==> src/rtl/fb_bank_scheduler.sv <==
// fb_bank_scheduler: ping-pong framebuffer bank controller.
// Camera pixels are written into the back bank. The banks swap only at a display
// vsync, and only once the back bank holds a complete frame.
// Optional feature macro: FB_DROP_COUNT_EN, which adds a saturating counter of
// discarded frames on drop_count. When the macro is undefined, drop_count is tied to 0.
//
// state | meaning
// ------+----------------------------------------------------------------
// SYNC  | waiting for a frame boundary; all pixels discarded
// FILL  | writing the current camera frame into bank wr_bank
// READY | back bank holds a complete frame, waiting for display vsync
module fb_bank_scheduler #(
    parameter int FRAME_WIDTH  = 240,
    parameter int FRAME_HEIGHT = 320,
    parameter int FRAME_PIXELS = FRAME_WIDTH * FRAME_HEIGHT,
    parameter int ADDR_W       = $clog2(FRAME_PIXELS)
) (
    input  logic              clk,
    input  logic              rst,
    input  logic              axiiv,
    input  logic [11:0]       axiid,
    input  logic              frame_done,
    input  logic              rd_vsync,
    output logic              wr_en,
    output logic              wr_bank,
    output logic [ADDR_W-1:0] wr_addr,
    output logic [11:0]       wr_data,
    output logic              rd_bank,
    output logic              swap,
    output logic              frame_err,
    output logic [15:0]       drop_count
);

    // The counter must be able to hold FRAME_PIXELS itself, because it saturates there.
    localparam int                CNT_W   = $clog2(FRAME_PIXELS + 1);
    localparam logic [CNT_W-1:0]  PIX_MAX = CNT_W'(FRAME_PIXELS);

    localparam logic [1:0] S_SYNC  = 2'd0;
    localparam logic [1:0] S_FILL  = 2'd1;
    localparam logic [1:0] S_READY = 2'd2;

    logic [1:0]        state_q, state_d;
    logic [CNT_W-1:0]  cnt_q, cnt_d;
    logic              long_q, long_d;
    logic              wr_en_q, wr_en_d;
    logic [ADDR_W-1:0] wr_addr_q, wr_addr_d;
    logic [11:0]       wr_data_q, wr_data_d;
    logic              wr_bank_q;
    logic              swap_q, swap_d;
    logic              err_q, err_d;

    // Next-state, pixel acceptance and frame-end decisions.
    always_comb begin
        state_d   = state_q;
        cnt_d     = cnt_q;
        long_d    = long_q;
        wr_en_d   = 1'b0;
        wr_addr_d = wr_addr_q;
        wr_data_d = wr_data_q;
        swap_d    = 1'b0;
        err_d     = 1'b0;
        case (state_q)
            S_SYNC: begin
                if (frame_done) begin
                    state_d = S_FILL;
                    cnt_d   = '0;
                    long_d  = 1'b0;
                end
            end
            S_FILL: begin
                if (axiiv) begin
                    if (cnt_q < PIX_MAX) begin
                        wr_en_d   = 1'b1;
                        wr_addr_d = cnt_q[ADDR_W-1:0];
                        wr_data_d = axiid;
                        cnt_d     = cnt_q + CNT_W'(1);
                    end else begin
                        long_d = 1'b1;
                    end
                end
                // A pixel that arrives with frame_done is already counted in cnt_d and long_d.
                if (frame_done) begin
                    err_d = (cnt_d != PIX_MAX) || long_d;
                    if (rd_vsync) begin
                        swap_d = 1'b1;
                        cnt_d  = '0;
                        long_d = 1'b0;
                    end else begin
                        state_d = S_READY;
                    end
                end
            end
            S_READY: begin
                if (rd_vsync) begin
                    swap_d = 1'b1;
                    if (frame_done) begin
                        state_d = S_FILL;
                        cnt_d   = '0;
                        long_d  = 1'b0;
                    end else begin
                        state_d = S_SYNC;
                    end
                end
            end
            default: state_d = S_SYNC;
        endcase
    end

    // State, counter, registered write port and status pulses.
    always_ff @(posedge clk or negedge rst) begin
        if (!rst) begin
            state_q   <= S_SYNC;
            cnt_q     <= '0;
            long_q    <= 1'b0;
            wr_en_q   <= 1'b0;
            wr_addr_q <= '0;
            wr_data_q <= '0;
            wr_bank_q <= 1'b0;
            swap_q    <= 1'b0;
            err_q     <= 1'b0;
        end else begin
            state_q   <= state_d;
            cnt_q     <= cnt_d;
            long_q    <= long_d;
            wr_en_q   <= wr_en_d;
            wr_addr_q <= wr_addr_d;
            wr_data_q <= wr_data_d;
            swap_q    <= swap_d;
            err_q     <= err_d;
            if (swap_d) begin
                wr_bank_q <= ~wr_bank_q;
            end
        end
    end

    assign wr_en     = wr_en_q;
    assign wr_addr   = wr_addr_q;
    assign wr_data   = wr_data_q;
    assign wr_bank   = wr_bank_q;
    // The display always reads the bank that is not being written.
    assign rd_bank   = ~wr_bank_q;
    assign swap      = swap_q;
    assign frame_err = err_q;

`ifdef FB_DROP_COUNT_EN
    logic [15:0] drop_q;
    logic        drop_inc;

    // A frame is dropped when the camera finishes one while the back bank is still full.
    assign drop_inc = (state_q == S_READY) && frame_done && !rd_vsync;

    // Saturating count of dropped frames.
    always_ff @(posedge clk or negedge rst) begin
        if (!rst) begin
            drop_q <= 16'd0;
        end else if (drop_inc && (drop_q != 16'hFFFF)) begin
            drop_q <= drop_q + 16'd1;
        end
    end

    assign drop_count = drop_q;
`else
    assign drop_count = 16'd0;
`endif

endmodule

==> config.mk <==
export PLATFORM = sky130hd
export DESIGN_NAME = fb_bank_scheduler
export DESIGN_NICKNAME = d
export VERILOG_FILES = /design/src/rtl/fb_bank_scheduler.sv
export SDC_FILE = /design/constraint.sdc
export NUM_CORES = 1
export LEC_CHECK = 0
export CORE_UTILIZATION = 45
export CTS_CLUSTER_DIAMETER = 50
export DETAILED_ROUTE_END_ITERATION = 8
export GPL_ROUTABILITY_DRIVEN = 0
export GPL_TIMING_DRIVEN = 0
export PLACE_DENSITY = 0.81
export RECOVER_POWER = 25
export SYNTH_ARGS = -nofsm -noshare
export SYNTH_HDL_FRONTEND = slang
export SYNTH_SLANG_ARGS = --single-unit
export TNS_END_PERCENT = 20
==> constraint.sdc <==
create_clock -name clk -period 2 [get_ports clk]
set_clock_uncertainty 0.05 [all_clocks]
set_input_delay 0.3 -clock clk [delete_from_list [all_inputs] [get_ports clk]]
set_output_delay 0.3 -clock clk [all_outputs]
set_load 0.01 [all_outputs]
==> summary.txt <==
Status
  – Status: finished clean

Yosys
  – Synth top area cells: dfrtp_1 (45%), mux2_2 (8.4%), buf_4 (5.6%)
  – Cells after synthesis: 275
  – FFs w/ async S/R, synth: 100.0%
  – YS warnings: 0
  – Yosys cell types: 60
  – Register area share after synthesis: 45.14%
  – Mapped Area: 2938 um^2
  – Synth Flop Type: dfrtp_1
  – Yosys top cell by area: dfrtp_1
  – Post-synth EDFFs: 0
  – Synth top area share: 45.14%
  – #FFs+latches synth: 53
  – Avg Synthesized Cell Area: 10.68 um^2

Timing
  – Achievable frequency: 504.5 MHz
  – Final Hold Violating Endpoints: 0
  – Post-route clock period utilization: 99.10%
  – Worst rel slew slack: 31.21%
  – Final min period: 1982 ps
  – WHS: 434.5 ps
  – Max Slew Vio Count: 0
  – Worst Max-Slew Pin Slew: 1032 ps
  – Final WS setup: 17.95 ps
  – Sum Neg Setup Slack: 0 ps
  – Final Setup Violations: 0

Detailed routing
  – Antenna Nets Post-Route: 0
  – DRC: 0
  – Initial DRC Count: 174
  – First-pass iteration count of the detailed router: 5
  – Vias/cell: 5.582
  – Via count: 2,456
  – Per-cell routed wire length: 15.30 um
  – Final wirelength: 6732 um

Placement
  – PortBufs: 50
  – Dpl ws: -329.3 ps
  – HPWL after DPL: 4530 um

Setup path
  – Critical Path Source Type: flop
  – Worst path cell trace: o21ai_4 -> buf_4 -> buf_4 -> o211a_1 -> a311oi_1 -> a41oi_1 -> nor4_2 -> a31oi_1
  – Critical-path top delay cell: dfrtp_1
  – Top cell by count, worst path: buf_4
  – Slowest stage delay, CP: 520 ps
  – Worst EP required: 2120 ps
  – CP Max Fanout: 6
  – Critical path class: reg2reg
  – Setup crit end kind: flop
  – CP Data Arrival Time: 2110 ps

Die
  – Initial Utilization: 46.53%
  – Die area: 6856 um^2
  – Die W: 82.80 um
  – Rows: 29
  – Core Area: 6314 um^2
  – # IOs: 67
  – Die H: 82.80 um

Power
  – Comb pwr share: 43.7%
  – Leakage: 1.760 nW
  – VDD IR-drop max: 0.6234 mV
  – Reg power frac: 39.1%
  – Internal power: 2.362 mW
  – Clock share of power: 17.2%
  – Switch share: 33.44%
  – Power Dens Cells: 907.3 nW/um^2
  – Switching pwr: 1.187 mW

Finish
  – P&R area growth vs syn: 33.13%
  – ANT cells: 0
  – Layout cells sized above 1: 30.03%
  – Final #Nets: 385

GRT
  – Vias in the first global route: 2,299
  – GRT Util Overall: 19.10%
  – First-pass GRT wire length: 10,570 um
  – Initial antenna violation count: 0
  – Gr ovfl total: 0
  – Largest net degree at the start of global routing: 38

Clock network
  – CTS tree: built
  – CTS max path bufs: 2
  – Root buffer cell: clkbuf_8
  – # H-tree levels: 2
  – Cts bufs inserted: 5
  – Clk sinks: 53
  – Clock slew at reported path FFs: 90 ps
  – Clock latency on the worst-skew pair: 310 ps

Job
  – Max Cap Viol: 0

Hold path
  – HP Class: reg2reg
==> synthesized netlist by cell type, types with 2 or more instances <==
master / number
dfrtp_1: 53
buf_4: 22
mux2_2: 22
o21ai_0: 21
nand2_1: 20
a21oi_1: 18
nor2_1: 10
nand3_1: 9
o21ai_1: 9
inv_1: 8
and3_1: 5
buf_2: 5
ha_1: 5
mux2_1: 5
a31oi_1: 4
a22o_1: 3
and4_1: 3
buf_6: 3
nand4_1: 3
xnor2_1: 3
xor2_1: 3
nor3_1: 2
nor4_2: 2
==> registers in the layout, summed over array words and instances, names as in the netlist <==
register / count
cnt_q: 17
wr_addr: 17
wr_data: 12
state_q: 2
frame_err: 1
long_q: 1
swap: 1
wr_bank: 1
wr_en: 1
==> worst max-delay path: cells and delay by family (launching register included) <==
family	cells	cell delay (ps)
DFF	1	520
and+or+nand+nor	1	190
AOI/OAI and AO/OA	5	800
buffers and inverters	2	280
==> path summary, 6_finish.rpt <==
check                      slack, ps         from          end  cells after the start
max                               20    cnt_q[15]    frame_err                      8
min                              430  wr_addr[13]  wr_addr[13]                      2
max reg2reg                       20    cnt_q[15]    frame_err                      8
min reg2reg                      430  wr_addr[13]  wr_addr[13]                      2
max in group asynchronous        500          rst    cnt_q[16]                      3
min in group asynchronous        640          rst   wr_data[5]                      2
==> logic make-up (layout without fill, tap and decap cells) <==
| group | Yosys count | after routing | share of synthesized area [%] |
|---|---|---|---|
| buffers and inverters | 39 | 112 | 8.773 |
| multiplexers | 28 | 28 | 10.69 |
| flip-flops | 53 | 53 | 45.14 |
| AND/OR/NAND/NOR | 69 | 69 | 14.31 |
| other | 1 | 16 | 0.1276 |
| AO/OA/AOI/OAI | 73 | 73 | 16.48 |
| adder cells (fa/ha/maj) | 5 | 5 | 2.129 |
| XOR/XNOR | 7 | 7 | 2.343 |
==> layout by cell type, fill, tap and decap left out, drive strengths merged, types with 2 or more instances in the layout <==
master and instances:
ha 5, xor2 3, a31o 2, a31oi 4, nand4 5, clkbuf 8
nor2 12, nand2 20, nor4 3, inv 8, o211ai 2, a22o 3
nor3 3, buf 45, xnor2 4, and3 6, conb 16, o21ai 31
clkdlybuf4s50 49, a21oi 20, nand3 11, and4 4, dfrtp 53, mux2 27
o211a 2
==> metrics by stage <==
step           std cells  area (um^2)  utilization, %  power (mW)
6_report             440         3911           61.95       3.549
5_1_grt              440         3911           61.95       3.737
4_1_cts              429         3741           59.25       3.402
3_5_place_dp         418         3607           57.13       2.746
3_3_place_gp         417         3592           56.90       2.689
2_1_floorplan        290         2995               -       2.151
==> repair_timing <==
item	4_1_cts	5_1_grt
hold buffers	1	0
setup buffers	3	11
endpoints found under the setup margin	19	41
endpoints found under the hold margin	16	0
pin swaps	1	11
resized for setup	3	24
cloned	0	1
==> power groups by stage <==
stage          clock network, mW  registers, mW  logic (mW)
2_1_floorplan                  0           1.49       0.664
3_3_place_gp                   0           1.41        1.28
3_5_place_dp                   0           1.43        1.32
4_1_cts                    0.621           1.39        1.39
5_1_grt                    0.660           1.42        1.66
6_report                   0.611           1.39        1.55
==> cell type report <==
| type | count | area [um^2] |
|---|---|---|
| tap | 77 | 96.34 |
| inverter | 8 | 30.03 |
| buffer | 30 | 247.7 |
| clock buffer | 6 | 82.58 |
| fill | 517 | 2402 |
| multi-input combinational | 198 | 1456 |
| clock inverter | 1 | 7.507 |
| sequential | 53 | 1336 |
| timing repair buffer | 67 | 654.4 |
==> per-layer routing <==
layer,up-vias,part of all wire [%],wire [um],track usage [%]
met4,0,2.6,177,8.150
met3,22,6.9,463,3.777
met5,-,0,0,0
met1,1184,42,2810,23.76
met2,120,49,3281,32.34
li1,1130,-,-,-
Note: power is estimated with default switching activity, not from simulation.
